File: config.mk
export PLATFORM = sky130hd
export DESIGN_NAME = mux_scan_sequencer
export DESIGN_NICKNAME = d
export VERILOG_FILES = /design/src/rtl/mux_scan_sequencer.sv
export SDC_FILE = /design/constraint.sdc
export NUM_CORES = 1
export LEC_CHECK = 0
export BUFFER_PORTS_ARGS = -buffer_cell sky130_fd_sc_hd__buf_2
export CORE_AREA = 2 2 75 59
export CTS_CLUSTER_SIZE = 16
export DETAILED_ROUTE_END_ITERATION = 8
export DIE_AREA = 0 0 77 61
export PLACE_DENSITY_LB_ADDON = 0.2
export SLEW_MARGIN = 20
export SYNTH_ARGS = -nofsm -noshare
export SYNTH_HDL_FRONTEND = slang
export SYNTH_SLANG_ARGS = --single-unit
File: constraint.sdc
create_clock -name Clock -period 2.79 [get_ports Clock]
set_clock_uncertainty 0.2 [all_clocks]
set_input_delay 0 -clock Clock [delete_from_list [all_inputs] [get_ports Clock]]
set_output_delay 0 -clock Clock [all_outputs]
set_load 0.05 [all_outputs]
File: src/rtl/mux_scan_sequencer.sv
// mux_scan_sequencer: drives the 7-to-1 bit-select mux stage.
// Captures a 7-bit word and a length on Start, then steps the mux select
// from 0 to length-1. Each select value is held for TICKS clock cycles, so
// the mux output presents the word serially, LSB first.
module mux_scan_sequencer #(
    parameter int TICKS = 25000000
) (
    input  logic       Clock,
    input  logic       Reset,
    input  logic       Start,
    input  logic [6:0] DataIn,
    input  logic [2:0] Length,
    output logic [6:0] MuxIn,
    output logic [2:0] MuxSelect,
    output logic       Busy,
    output logic       BitStrobe,
    output logic       Done
);

    localparam int CW = $clog2(TICKS) + 1;
    localparam logic [CW-1:0] TICK_MAX = CW'(TICKS - 1);

    typedef enum logic {
        IDLE,
        RUN
    } state_t;

    state_t        state;
    state_t        state_next;
    logic [CW-1:0] count;
    logic [CW-1:0] count_next;
    logic [2:0]    len_reg;
    logic [2:0]    len_next;
    logic [6:0]    mux_in_next;
    logic [2:0]    select_next;
    logic          busy_next;
    logic          strobe_next;
    logic          done_next;

    // State and output registers; every output comes straight from a flop
    always_ff @(posedge Clock) begin
        if (Reset) begin
            state     <= IDLE;
            count     <= '0;
            len_reg   <= '0;
            MuxIn     <= '0;
            MuxSelect <= '0;
            Busy      <= 1'b0;
            BitStrobe <= 1'b0;
            Done      <= 1'b0;
        end else begin
            state     <= state_next;
            count     <= count_next;
            len_reg   <= len_next;
            MuxIn     <= mux_in_next;
            MuxSelect <= select_next;
            Busy      <= busy_next;
            BitStrobe <= strobe_next;
            Done      <= done_next;
        end
    end

    // Next-state logic: accept a scan in IDLE, advance the select in RUN
    always_comb begin
        state_next  = state;
        count_next  = count;
        len_next    = len_reg;
        mux_in_next = MuxIn;
        select_next = MuxSelect;
        busy_next   = Busy;
        strobe_next = 1'b0;
        done_next   = 1'b0;

        case (state)
            IDLE: begin
                busy_next = 1'b0;
                if (Start) begin
                    mux_in_next = DataIn;
                    len_next    = (Length == 3'd0) ? 3'd7 : Length;
                    select_next = 3'd0;
                    count_next  = '0;
                    busy_next   = 1'b1;
                    strobe_next = 1'b1;
                    state_next  = RUN;
                end
            end
            RUN: begin
                if (count == TICK_MAX) begin
                    count_next = '0;
                    if (MuxSelect == len_reg - 3'd1) begin
                        select_next = 3'd0;
                        mux_in_next = 7'd0;
                        busy_next   = 1'b0;
                        done_next   = 1'b1;
                        state_next  = IDLE;
                    end else begin
                        select_next = MuxSelect + 3'd1;
                        strobe_next = 1'b1;
                    end
                end else begin
                    count_next = count + CW'(1);
                end
            end
            default: begin
                state_next = IDLE;
            end
        endcase
    end

endmodule

# [Word-level counts from Yosys, hierarchy flattened]
# Index checks and enable logic that the tools add are counted.
[word_totals] register_bits=43 inputBits=13 out_inout_bits=13 word_cells=46
[op_classes] n_addsub=3 n_eq_ne=5 mux=22 bitwise=2 reduce_logical=6
[op_table] op="two-way mux 26 bit" count=2
[op_table] op="case mux 26 bit (2 select lines)" count=1
[op_table] op="adder 26 x 1 -> 26 bit, second input constant" count=1
[op_table] op="== test 26 x 25 -> 1 bit, second input constant" count=1
[op_table] op="two-way mux 7 bit" count=3
[op_table] op="case mux 7 bit (2 select lines)" count=1
[op_table] op="two-way mux 3 bit" count=4
[op_table] op="two-way mux 1 bit" count=7
[op_table] op="case mux 1 bit (2 select lines)" count=3
[op_table] op="case mux 3 bit (2 select lines)" count=1
[op_table] op="AND reduction 2 bit" count=3
[op_table] op="!= test 2 x 1 -> 1 bit, second input constant" count=2
[op_table] op="adder 3 x 1 -> 3 bit, second input constant" count=1
[op_table] op="== test 3 bit" count=1
[op_table] op="logical NOT 3 bit" count=1
[op_table] op="AND reduction 3 bit" count=1
[op_table] op="OR reduction 3 bit" count=1
[op_table] op="subtractor 3 x 1 -> 3 bit, second input constant" count=1
[op_table] op="!= test 2 bit, second input constant" count=1
[op_table] op="inverter 1 bit" count=2

# [Logic depth before layout (Yosys ltp)]
[depth] ltp_word=5 mapped_depth=8 ltp_nobuf=7

# [Worst setup path before layout]
# Ideal clock, no wire load.
[synth_timing] kind="register -> register" start="register count[0]" end="register MuxIn[0]" setup_ps=117 t_arrival_ps=1640 required_ps=2473 setup_slack_ps=833 path_stages_with_launch=7 path_buffers=0 period_less_slack_ps=1957 path_cell_list="dfxtp_1 -> ha_1 -> and3_1 -> and4_4 -> nand2_2 -> o31a_1 -> a22o_1"
[synth_between] elab_chain_len=3
[synth_rtl] item="start: declaration" line="30" text="logic [CW-1:0] count;"
[synth_rtl] item="start signal: assignment" line="53" text="count <= count_next;"
[synth_rtl] item="== test 26 x 25 -> 1 bit" line="88" text="if (count == TICK_MAX) begin"
[synth_rtl] item="!= test 2 x 1 -> 1 bit (no line)"
[synth_rtl] item="AND reduction 3 bit (no line)"
[synth_rtl] item="end signal: assignment" line="55" text="MuxIn <= mux_in_next;"
[synth_rtl] item="end: declaration" line="13" text="output logic [6:0] MuxIn,"
# Every way passes these cells.
# A chain may end at the register's enable or synchronous reset.

# [Worst setup path in the final report]
[layout_timing] start="register state" end="register len_reg[2]"
[layout_between] elab_chain_len=2
[layout_rtl] item="start: declaration" line="28" text="state_t state;"
[layout_rtl] item="start signal: assignment" line="52" text="state <= state_next;"
[layout_rtl] item="inverter 1 bit (no line)"
[layout_rtl] item="AND reduction 2 bit (no line)"
[layout_rtl] item="end signal: assignment" line="54" text="len_reg <= len_next;"
[layout_rtl] item="end: declaration" line="32" text="logic [2:0] len_reg;"
# Every way passes these cells.

==> results.toml <==
[die]
initial_core_util_pct = 52.8
num_rows = 20
core_um2 = 3950
chipWidth_um = 77
die_area_um2 = 4700
ios = 26
die_y_um = 61

[place]
hpwl_mm = 3.36
io_buffers = 25
place_congestion = 0.799
place_ws_ns = 0.511
dpl.cell_count = 312
placed_area_um2 = 2260

[critical_path]
crit_arrival_ns = 2.56
r2r_start = "state$_SDFF_PP0_"
path_class = "reg -> reg"
timing.rr.end = "len_reg[2]$_SDFFE_PP0P_"
cp-start-kind = "flip-flop"
reg2reg_depth = 6
reg2reg_slack_ns = 0.20
crit_fanout = 12
startpoint = "state$_SDFF_PP0_"
required_ns = 2.76
critPathCaptureType = "flip-flop"

[final_layout]
nNetsFinal = 298
area_growth_syn_to_layout_pct = 21.8
nFillCells = 345
fin_area_um2 = 2540
largest_register_ffs = 26
multi_input_area_um2 = 1160
regMostFlops = "count"
ff_latch_area_um2 = 861
layout.cells.non_filler = 338
diodes = 0
reg.largest.list = "count x26, MuxIn x7"
fin_util_pct = 64.2
drive_gt1_share_pct = 17.0

[cts]
clk_path_buf_depth = 2
cts_tree = "built"
cts_htree_levels = 2
clk_latency_ns = 0.29
path_clk_slew_ns = 0.09
clock-sinks = 43
numCtsBuffers = 5
cts_root_buf = "clkbuf_8"

[timing]
period_share_pct = 92.9
slew_viol_final = 0
tns_ns = 0
holdWs_ns = 0.238
worstMarginPinSlew_ns = 0.510
rsz0062_at_grt = "false"
finalSetupViolCount = 0
max_clock_freq_ghz = 0.386
min_period_ns = 2.59
worst_slack_ns = 0.198
relSlewSlack_pct = 65.7
hold_violations = 0

[hold_path]
min_delay_worst_endpoint = "MuxIn[4]$_SDFFE_PP0P_"
hold_depth = 3
worstHoldStart = "DataIn[4]"
hp-class = "in -> reg"

[logic_synthesis]
yosysUniqueCellTypes = 50
ys_ff_latch = 43
syn_inst = 238
synth_edf_count = 0
ys_warn_count = 0
synth_fp_nets = 254
ys_seq_area_share_pct = 41.3
async_flop_share_pct = 0
synth_area_per_cell_um2 = 8.76
synth_ff_type = "dfxtp_1"
syn_area_um2 = 2090

[route]
route.detailed.drc = 0
ant_nets = 0
drtPass1Iterations = 4
wirelength_mm = 4.96
route.vias.total = 1966
wl_per_cell_um = 14.7
via_per_inst = 5.82
drtIter0Drc = 107

[global_routing]
grt_overflow = 0
grt_max_degree = 25
grt_pass1_vias = 1628
grt_use_total_pct = 22.0
antenna_found_initial = 0
grt_pass1_wl_mm = 7.96

[run]
maxCapViolations = 0

[power_and_ir_drop]
ir_drop_mv = 0.311
p_leak_nw = 1.02
powerDensity_nw_per_um2 = 470
power_mw = 1.19

[run_status]
status = "completed"
power breakdown:
group,internal (mW),switching (mW),total [mW]
sequential,0.629,0.0142,0.643
combinational,0.0634,0.0949,0.158
clock,0.174,0.219,0.393
total,0.867,0.328,1.19
layout make-up:
class | count | share of cell area [%]
tap | 55 | 2.71
inverter | 7 | 1.03
clock inverter | 3 | 0.788
timing repair buffer | 47 | 13.2
sequential | 43 | 33.9
multi-input combinational | 178 | 45.7
clock buffer | 5 | 2.71
worst max-delay path: stages (launching register included):
cell	delay [ns]
dfxtp_1	0.46
nor2b_4	0.28
o21ai_0	0.14
o22ai_1	0.16
dlygate4sd3_1	0.59
nor2_1	0.04
dlygate4sd3_1	0.60
layout by cell type (no fill, tap or decap), drive strengths merged, types with 2 or more instances in the layout:
cell,n
and3,6
nand3,13
a32oi,2
nand2,22
clkinvlp,2
or3,2
nor3,9
o22ai,4
dfxtp,43
nand3b,3
a21oi,16
nand4,7
o21ai,10
inv,7
a41oi,3
a22o,9
nor2b,2
clkbuf,5
a21o,2
ha,3
xnor2,2
dlygate4sd3,18
nor2,17
xor2,6
buf,29
a31oi,16
nor4,6
nand2b,2
timing repair:
action / 4_1_cts / 5_1_grt
setup buffers: 0 / 0
setup endpoints to repair: 0 / 2
hold buffers: 18 / 0
hold endpoints to repair: 21 / 0
gates resized for setup: 0 / 2
synthesized netlist by cell type, types with 3 or more instances:
cell type | instances | area share, %
a21oi_1 | 16 | 3.8
nand3b_1 | 3 | 1.1
xor2_1 | 6 | 2.5
o22ai_1 | 4 | 1.2
ha_1 | 3 | 1.8
a22o_1 | 9 | 3.8
nand4_1 | 5 | 1.5
clkbuf_1 | 6 | 1.1
nand3_1 | 12 | 2.9
o21ai_0 | 10 | 2.4
nand2_1 | 21 | 3.8
nor2_1 | 17 | 3.1
a41oi_1 | 3 | 1.3
nor4_1 | 5 | 1.5
nor3_1 | 8 | 1.9
and3_1 | 5 | 1.5
a31oi_1 | 16 | 4.8
inv_1 | 7 | 1.3
dfxtp_1 | 43 | 41
cell families after synthesis:
kind of cell	after synthesis	share of synthesized area, %
multiplexers	1	0.480
AO/OA/AOI/OAI	70	22.3
buffers and inverters	17	3.84
adder cells (fa/ha/maj)	3	1.80
AND/OR/NAND/NOR	96	27.0
XOR/XNOR	8	3.36
flip-flops	43	41.3
layer usage:
layer | global-route usage, % | wire length (um)
met5 | 0 | 0
met4 | 4.85 | 14
met3 | 4.61 | 281
met2 | 34.5 | 2290
met1 | 31.7 | 2380
how the worst max path moves through the flow:
stage	slack [ns]	end
after floorplan	0.83	MuxIn[0]$_SDFFE_PP0P_
after global placement	0.57	count[8]$_SDFFE_PP0N_
after detailed placement	0.51	count[6]$_SDFFE_PP0N_
after CTS	0.06	len_reg[2]$_SDFFE_PP0P_
after global routing	0.07	len_reg[2]$_SDFFE_PP0P_
final	0.20	len_reg[2]$_SDFFE_PP0P_
Power figures use the tool's default switching activity.
